--- config.mk ---
export PLATFORM = sky130hd
export DESIGN_NAME = scan_response_misr
export DESIGN_NICKNAME = d
export VERILOG_FILES = /design/src/rtl/scan_response_misr_pkg.sv /design/src/rtl/scan_response_misr_step.sv /design/src/rtl/scan_response_misr.sv
export SDC_FILE = /design/constraint.sdc
export NUM_CORES = 1
export LEC_CHECK = 0
export CORE_MARGIN = 2
export CORE_UTILIZATION = 56
export DETAILED_ROUTE_END_ITERATION = 16
export DONT_BUFFER_PORTS = 1
export GPL_TIMING_DRIVEN = 0
export PLACE_DENSITY = 0.78
export SLEW_MARGIN = 30
export SYNTH_ARGS = -nofsm -noshare
export SYNTH_HDL_FRONTEND = slang
export SYNTH_SLANG_ARGS = --single-unit
--- constraint.sdc ---
create_clock -name clk -period 2.2 [get_ports clk]
set_clock_uncertainty 0.2 [all_clocks]
set_input_delay 0.44 -clock clk [delete_from_list [all_inputs] [get_ports clk]]
set_output_delay 0.44 -clock clk [all_outputs]
set_load 0.05 [all_outputs]
--- src/rtl/scan_response_misr_pkg.sv ---
// Purpose: shared state encoding and default constants for the scan response MISR.
// Latency: n/a (types and constants only).
// Backpressure: n/a.
package scan_response_misr_pkg;

    // Controller states; encodings are fixed so debug views and the scan controller agree.
    typedef enum logic [1:0] {
        IDLE    = 2'd0,
        COMPACT = 2'd1,
        COMPARE = 2'd2
    } state_t;

    // x^16 + x^12 + x^3 + x + 1
    localparam logic [15:0] DEF_POLY = 16'h100B;
    localparam logic [15:0] DEF_SEED = 16'h0000;

    // SCAN_XMASK_EN: when defined, the top gains an xmask input, and masked bits
    // are removed from each shift before injection, so unknown scan cells
    // cannot corrupt the signature.

endpackage

--- src/rtl/scan_response_misr_step.sv ---
// Purpose: next-signature function of the MISR (shift left, polynomial feedback, data inject).
// Latency: purely combinational, zero cycles.
// Backpressure: none; the caller decides when to register the result.
module misr_step
    import scan_response_misr_pkg::*;
#(
    parameter int                    NUM_CHAINS = 4,
    parameter int                    MISR_WIDTH = 16,
    parameter logic [MISR_WIDTH-1:0] POLY       = MISR_WIDTH'(DEF_POLY)
) (
    input  logic [MISR_WIDTH-1:0] sig,
    input  logic [NUM_CHAINS-1:0] inject,
    output logic [MISR_WIDTH-1:0] next_sig
);

    logic [MISR_WIDTH-1:0] inject_ext;
    logic [MISR_WIDTH-1:0] feedback;

    // Shift, fold the outgoing MSB back through the taps, and XOR in the chain bits at the LSBs.
    always_comb begin
        inject_ext                 = '0;
        inject_ext[NUM_CHAINS-1:0] = inject;
        feedback                   = sig[MISR_WIDTH-1] ? POLY : '0;
        next_sig                   = {sig[MISR_WIDTH-2:0], 1'b0} ^ feedback ^ inject_ext;
    end

endmodule

--- src/rtl/scan_response_misr.sv ---
// Purpose: compacts SHIFT_LEN parallel scan-out shifts into a MISR and checks it against golden_sig (SCAN_XMASK_EN adds xmask).
// Latency: done pulses one edge after the last accepted shift; start-to-done is SHIFT_LEN+2 cycles with scan_valid held high.
// Backpressure: none; every scan_valid cycle in COMPACT is consumed, valids in IDLE/COMPARE and starts while busy are dropped.
module scan_response_misr
    import scan_response_misr_pkg::*;
#(
    parameter int                    NUM_CHAINS = 4,
    parameter int                    MISR_WIDTH = 16,
    parameter logic [MISR_WIDTH-1:0] POLY       = MISR_WIDTH'(DEF_POLY),
    parameter logic [MISR_WIDTH-1:0] SEED       = MISR_WIDTH'(DEF_SEED),
    parameter int unsigned           SHIFT_LEN  = 8
) (
    input  logic                  clk,
    input  logic                  reset_n,
    input  logic                  start,
    input  logic                  scan_valid,
    input  logic [NUM_CHAINS-1:0] scan_data,
`ifdef SCAN_XMASK_EN
    input  logic [NUM_CHAINS-1:0] xmask,
`endif
    input  logic [MISR_WIDTH-1:0] golden_sig,
    output logic                  busy,
    output logic                  done,
    output logic                  pass,
    output logic [MISR_WIDTH-1:0] signature,
    output logic [15:0]           shift_count
);

    // Index of the final shift; shift_count equals this on the edge that takes the last shift.
    localparam logic [15:0] LAST_IDX = 16'(SHIFT_LEN - 1);

    state_t                state;
    logic [NUM_CHAINS-1:0] inject;
    logic [MISR_WIDTH-1:0] next_sig;

`ifdef SCAN_XMASK_EN
    // Masked chain bits are forced to zero so X cells never reach the signature.
    assign inject = scan_data & ~xmask;
`else
    assign inject = scan_data;
`endif

    misr_step #(
        .NUM_CHAINS (NUM_CHAINS),
        .MISR_WIDTH (MISR_WIDTH),
        .POLY       (POLY)
    ) u_misr_step (
        .sig      (signature),
        .inject   (inject),
        .next_sig (next_sig)
    );

    // Run controller: seed on start, fold each valid shift, compare once after the last shift.
    always_ff @(posedge clk or negedge reset_n) begin
        if (!reset_n) begin
            state       <= IDLE;
            signature   <= SEED;
            shift_count <= 16'd0;
            busy        <= 1'b0;
            done        <= 1'b0;
            pass        <= 1'b0;
        end else begin
            done <= 1'b0;
            case (state)
                IDLE: begin
                    if (start) begin
                        signature   <= SEED;
                        shift_count <= 16'd0;
                        pass        <= 1'b0;
                        busy        <= 1'b1;
                        state       <= COMPACT;
                    end
                end
                COMPACT: begin
                    if (scan_valid) begin
                        signature   <= next_sig;
                        shift_count <= shift_count + 16'd1;
                        if (shift_count == LAST_IDX) begin
                            state <= COMPARE;
                        end
                    end
                end
                COMPARE: begin
                    pass  <= (signature == golden_sig);
                    done  <= 1'b1;
                    busy  <= 1'b0;
                    state <= IDLE;
                end
                default: begin
                    busy  <= 1'b0;
                    state <= IDLE;
                end
            endcase
        end
    end

endmodule

## After elaboration in Yosys (flattened, before gate mapping)

Cells that the tools add are included.

- Bits in registers: 37
- Bits in latches: 0
- Bits in writable memories: 0
- Memory bits (read-only): 0
- Output and inout bits: 35
- Logic and storage cells: 39
- Memories: 0

- $add $sub $neg: 1
- Multiply operators: 0
- Divide/modulo/power cells: 0
- $lt $le $gt $ge: 0
- Equality and inequality tests: 7
- Shifts and indexed selects: 0
- Mux-type cells: 15
- Bitwise logic cells: 3
- Reductions and logical operators: 7

Operator list:

| cell | number |
|---|---|
| 16-bit one-hot mux with 2 select lines | 2 |
| 16-bit two-way mux | 3 |
| 16-bit by 1-bit adder with 16-bit output, second input constant | 1 |
| 16-bit == test | 1 |
| 16-bit by 3-bit == test with 1-bit output, second input constant | 1 |
| 16-bit bitwise XOR | 1 |
| 16-bit by 4-bit bitwise XOR with 16-bit output | 1 |
| 13-bit two-way mux | 1 |
| 2-bit two-way mux | 3 |
| 2-bit != test, second input constant | 3 |
| 3-bit AND reduction | 2 |
| 1-bit one-hot mux with 2 select lines | 2 |
| 2-bit one-hot mux with 2 select lines | 1 |
| 2-bit AND reduction | 2 |
| 2-bit nonzero test | 2 |
| 1-bit two-way mux | 3 |
| 2-bit by 1-bit == test with 1-bit output, second input constant | 1 |
| 2-bit == test, second input constant | 1 |
| 2-bit zero test | 1 |
| 1-bit inverter | 1 |

## Longest topological paths before layout

- Word-level depth: 5
- Gate-level depth with buffers: 7

## Modules after synthesis

From an unflattened synthesis, not the netlist that was laid out.

- Cells, all modules: 182
- Area total of the unflattened synthesis: 1911.8 um^2

Modules (own cells, without submodules):

| module | instances | cells an instance | area an instance (um^2) | seq. area each (um^2) |
|---|---|---|---|---|
| scan_response_misr | 1 | 166 | 1751.7 | 925.9 |
| misr_step | 1 | 16 | 160.2 | 0.0 |

## Worst setup path before layout

Ideal clock, no wire load.

- Path kind: reg2reg
- From: reg shift_count[0]
- To: reg shift_count[14]
- Arrival: 1.902 ns
- Data required time: 1.922 ns
- Setup slack: 0.020 ns
- Cell stages (with the launch flop): 6
- Path buffers: 0
- Period minus slack after synthesis: 2.180 ns
- Path through: dfrtp_1 ha_1 nand2_1 a211o_1 or4_1 a21oi_1

- Word-level cells in the longest chain between the ends: 3

Ends and longest elaborated chain:

| what | RTL line | RTL |
|---|---|---|
| start, declared | scan_response_misr.sv:26 | `output logic [15:0] shift_count` |
| start signal, assigned | scan_response_misr.sv:77 | `shift_count <= shift_count + 16'd1;` |
| 16-bit by 1-bit adder with 16-bit output | scan_response_misr.sv:77 |  |
| 16-bit two-way mux | scan_response_misr.sv:75 | `if (scan_valid) begin` |
| 16-bit one-hot mux with 2 select lines | scan_response_misr.sv:64 | `case (state)` |

Every way passes these cells. The select of a mux whose other input is x is not followed.
A chain may end at the register's enable or synchronous reset.

## Worst setup path in the final report

- From: reg state[1]
- To: reg shift_count[9]

- Word-level cells in the longest chain between the ends: 3
- Elaborated cells between the ends (all ways): 7

Ends and longest elaborated chain:

| what | RTL line | RTL |
|---|---|---|
| start, declared | scan_response_misr.sv:32 | `state_t state;` |
| start signal, assigned | scan_response_misr.sv:56 | `state <= IDLE;` |
| start signal, assigned | scan_response_misr.sv:71 | `state <= COMPACT;` |
| start signal, assigned | scan_response_misr.sv:79 | `state <= COMPARE;` |
| 2-bit by 1-bit == test with 1-bit output or 2-bit zero test (tied branches) | scan_response_misr.sv:64 |  |
| 2-bit != test (no source line) or 2-bit nonzero test (tied branches) | - |  |
| 3-bit AND reduction (no source line) | - |  |

Several ways; a longest one is shown, not always the timed one.

==> summary.json <==
{
  "cts_buffer_depth": {"value": 2},
  "groute.usage.overall": {"value": 25.0, "unit": "%"},
  "sw_frac_of_total": {"value": 52.9, "unit": "%"},
  "synthesis.instances": {"value": 198},
  "ys.flop_type": {"value": "sky130_fd_sc_hd__dfrtp_1"},
  "setup_crit_end_kind": {"value": "flip-flop"},
  "setup_tns": {"value": 0, "unit": "ps"},
  "intPower": {"value": 1.28, "unit": "mW"},
  "peakVddDrop": {"value": 0.000965, "unit": "V"},
  "tritoncts_clock_tree": {"value": "built"},
  "cts_inserted_buffers": {"value": 5},
  "post_route_ant_nets": {"value": 0},
  "postSynthRegisterBits": {"value": 37},
  "syn-cell-area": {"value": 1870, "unit": "um^2"},
  "worst_hold_path_type": {"value": "input port to flip-flop"},
  "powerDensity": {"value": 1260, "unit": "nW/um^2"},
  "design.final.nets": {"value": 243},
  "place_congestion": {"value": 0.844},
  "wl_per_cell": {"value": 16.9, "unit": "um"},
  "placed_cells": {"value": 242},
  "fp.dieArea": {"value": 3810, "unit": "um^2"},
  "syn2layout_area_growth": {"value": 15.5, "unit": "%"},
  "drive_above_1_share": {"value": 16.4, "unit": "%"},
  "die-width": {"value": 61.7, "unit": "um"},
  "status": {"value": "finished, final reports clean"},
  "fin_ws": {"value": 30.8, "unit": "ps"},
  "first_pass_grt_wire_length": {"value": 6.84, "unit": "mm"},
  "p_switching": {"value": 1.43, "unit": "mW"},
  "startpoint_class_of_the_critical_path": {"value": "flip-flop"},
  "first_iter_violations": {"value": 177},
  "drtPass1Iterations": {"value": 4},
  "fmax": {"value": 0.461, "unit": "GHz"},
  "placement.cell_area": {"value": 1920, "unit": "um^2"},
  "fraction_of_the_yosys_area_taken_by_sequential_cells": {"value": 49.6, "unit": "%"},
  "first_global_vias": {"value": 1490},
  "clkLatencyLatePin": {"value": 350, "unit": "ps"},
  "finalHoldWorstSlack": {"value": 87.5, "unit": "ps"},
  "place_hpwl": {"value": 3.03, "unit": "mm"},
  "filler_cell_count": {"value": 250},
  "detailedPlace.worstSlack": {"value": -158, "unit": "ps"},
  "globalRoute.totalOverflow": {"value": 0},
  "ys_types": {"value": 32},
  "detailroute.via_count": {"value": 1592},
  "max_slew_margin": {"value": 57.5, "unit": "%"},
  "synth_async_sr_flop_share": {"value": 100, "unit": "%"},
  "grt_max_degree": {"value": 38},
  "share_comb_of_total_power": {"value": 24.8, "unit": "%"},
  "antennaDiodeCount": {"value": 0},
  "floorplan.die.height": {"value": 61.7, "unit": "um"},
  "drt_wl_total": {"value": 4.44, "unit": "mm"},
  "p_leak": {"value": 0.914, "unit": "nW"},
  "postSynthAreaPerCell": {"value": 9.43, "unit": "um^2"},
  "postLayoutCellArea": {"value": 2160, "unit": "um^2"},
  "period_minus_slack": {"value": 2170, "unit": "ps"},
  "worst_slew_pin_slew": {"value": 638, "unit": "ps"},
  "drv_cap": {"value": 0},
  "detail_route.vias_per_cell": {"value": 6.05},
  "synth_edf_count": {"value": 0},
  "setup_viol_count_final": {"value": 0},
  "io_buffer_count": {"value": 0},
  "final_min_period_over_clock_period": {"value": 98.6, "unit": "%"},
  "timing_hold_violations_final": {"value": 0},
  "ios": {"value": 59},
  "worst_setup_hold_path_clk_slew": {"value": 110, "unit": "ps"},
  "layout.cells.non_filler": {"value": 263},
  "drc_errors": {"value": 0},
  "pwr-share-seq": {"value": 62.3, "unit": "%"},
  "critical_path_class": {"value": "flip-flop to flip-flop"},
  "syn-num-nets": {"value": 223},
  "initial_core_util": {"value": 60.2, "unit": "%"},
  "timing.final.max_slew_violations": {"value": 0},
  "antenna_found_initial": {"value": 0},
  "level_count_of_the_clock_h_tree": {"value": 2},
  "yosys_warnings": {"value": 0},
  "cp_max_fo": {"value": 6},
  "cts.sink_count": {"value": 37},
  "clkPwrFrac": {"value": 13.0, "unit": "%"},
  "critPathArrivalTime": {"value": 2240, "unit": "ps"},
  "clockRootBuffer": {"value": "sky130_fd_sc_hd__clkbuf_4"},
  "rsz0062_at_grt": {"value": "yes"},
  "core-area": {"value": 3100, "unit": "um^2"},
  "cp.required": {"value": 2270, "unit": "ps"},
  "placement_rows": {"value": 20}
}
[sequential cells by signal, indices dropped and copies added, names as in the netlist]
signal,flops
done,1
busy,1
state,2
signature,16
pass,1
shift_count,16
[cells in the mapped netlist, types with 2 or more instances]
master	n	area, um^2
sky130_fd_sc_hd__or4_1	2	15.0
sky130_fd_sc_hd__a211o_1	2	17.5
sky130_fd_sc_hd__nor3b_1	2	15.0
sky130_fd_sc_hd__xor2_1	21	184
sky130_fd_sc_hd__nor4_1	5	31.3
sky130_fd_sc_hd__xnor2_1	5	43.8
sky130_fd_sc_hd__a211oi_1	2	15.0
sky130_fd_sc_hd__nor3_1	3	15.0
sky130_fd_sc_hd__or3_1	7	43.8
sky130_fd_sc_hd__nand3_1	6	30.0
sky130_fd_sc_hd__nor2_1	5	18.8
sky130_fd_sc_hd__a21oi_1	10	50.1
sky130_fd_sc_hd__clkbuf_1	7	26.3
sky130_fd_sc_hd__nand4_1	3	18.8
sky130_fd_sc_hd__o31ai_1	2	15.0
sky130_fd_sc_hd__o21ai_0	24	120
sky130_fd_sc_hd__nor2b_1	2	12.5
sky130_fd_sc_hd__inv_1	2	7.51
sky130_fd_sc_hd__a22o_1	3	26.3
sky130_fd_sc_hd__nand2_1	36	135
sky130_fd_sc_hd__nand3b_1	2	15.0
sky130_fd_sc_hd__dfrtp_1	37	926
[path summary, 6_finish.rpt]
| check | startpoint | slack (ps) | cells past startpoint | to |
|---|---|---|---|---|
| worst max-delay path | state[1] | 30 | 6 | shift_count[9] |
| worst min-delay path | scan_data[0] | 90 | 3 | signature[0] |
| worst max register to register | state[1] | 30 | 6 | shift_count[9] |
| worst min register to register | state[1] | 370 | 2 | state[1] |
| max in group asynchronous | reset_n | 1260 | 2 | shift_count[0] |
| min in group asynchronous | reset_n | 340 | 2 | signature[15] |
[cell usage in the layout, fill, tap and decap left out, types with 2 or more instances in the layout]
cell type                  synthesis  routed
sky130_fd_sc_hd__dfrtp_1          37      29
sky130_fd_sc_hd__clkbuf_2          0       2
sky130_fd_sc_hd__o31ai_1           2       2
sky130_fd_sc_hd__nand3b_1          2       2
sky130_fd_sc_hd__nor2_1            5       5
sky130_fd_sc_hd__nor3_1            3       3
sky130_fd_sc_hd__nor2b_1           2       2
sky130_fd_sc_hd__a22o_1            3       3
sky130_fd_sc_hd__nand3_1           6       6
sky130_fd_sc_hd__a21oi_1          10       9
sky130_fd_sc_hd__xor2_1           21      21
sky130_fd_sc_hd__a211oi_1          2       2
sky130_fd_sc_hd__inv_1             2       2
sky130_fd_sc_hd__dfrtp_2           0       8
sky130_fd_sc_hd__xnor2_1           5       5
sky130_fd_sc_hd__o21ai_0          24      24
sky130_fd_sc_hd__clkbuf_1          7       6
sky130_fd_sc_hd__or3_1             7       7
sky130_fd_sc_hd__nand2_1          36      36
sky130_fd_sc_hd__clkinv_2          0       2
sky130_fd_sc_hd__nand4_1           3       3
sky130_fd_sc_hd__a211o_4           0       2
sky130_fd_sc_hd__buf_6             0       2
sky130_fd_sc_hd__clkbuf_4          0       5
sky130_fd_sc_hd__buf_4             0      10
sky130_fd_sc_hd__nor4_1            5       5
[power groups by stage]
stage	clock, mW	combinational (mW)	sequential (mW)
floorplan	0	0.451	1.61
global placement	0	0.524	1.67
detailed placement	0	0.557	1.69
CTS	0.354	0.624	1.67
global route	0.390	0.755	1.71
finish	0.351	0.671	1.69
[per-stage QoR]
step	utilization [%]	power [mW]
4_1_cts	67.1	2.65
5_1_grt	69.5	2.86
2_1_floorplan	-	2.07
3_3_place_gp	61.9	2.20
6_report	69.5	2.71
3_5_place_dp	61.9	2.24
[final cells by class]
class                           instances  area, um^2  area share, %
Buffer                                  8        40.0           1.86
Clock buffer                            6        41.3           1.91
Clock inverter                          2        10.0          0.464
Inverter                                2        7.51          0.348
Multi-Input combinational cell        151         951           44.1
Sequential cell                        37         936           43.4
Tap cell                               44        55.1           2.55
Timing Repair Buffer                   13         116           5.39
[critical path: stages (launching register included)]
cell,delay (ps)
sky130_fd_sc_hd__dfrtp_2,440
sky130_fd_sc_hd__or3b_1,390
sky130_fd_sc_hd__buf_6,150
sky130_fd_sc_hd__a211o_4,360
sky130_fd_sc_hd__buf_6,130
sky130_fd_sc_hd__or3_1,300
sky130_fd_sc_hd__a21oi_1,130
[per-layer routing]
| layer | GRT usage, % | vias up | wire length, um |
|---|---|---|---|
| met3 | 8.70 | 11 | 318 |
| li1 | - | 738 | - |
| met2 | 41.8 | 63 | 2210 |
| met5 | 0 | - | 0 |
| met4 | 9.73 | 0 | 85 |
| met1 | 29.7 | 780 | 1820 |
[timing repair]
item,4_1_cts,5_1_grt
setup endpoints to repair,15,12
hold buffers,2,0
resized for setup,11,12
endpoints found under the hold margin,37,0
buffers inserted,6,5
pin swaps,1,8
[cells by family after synthesis]
family / Yosys count / share of synthesized area [%]
AND/OR/NAND/NOR: 78 / 21.1
XOR/XNOR: 26 / 12.2
AO/OA/AOI/OAI: 46 / 14.3
flip-flops: 37 / 49.6
adder cells (fa/ha/maj): 1 / 0.670
buffers and inverters: 10 / 2.08
(Power assumes the default switching activity.)
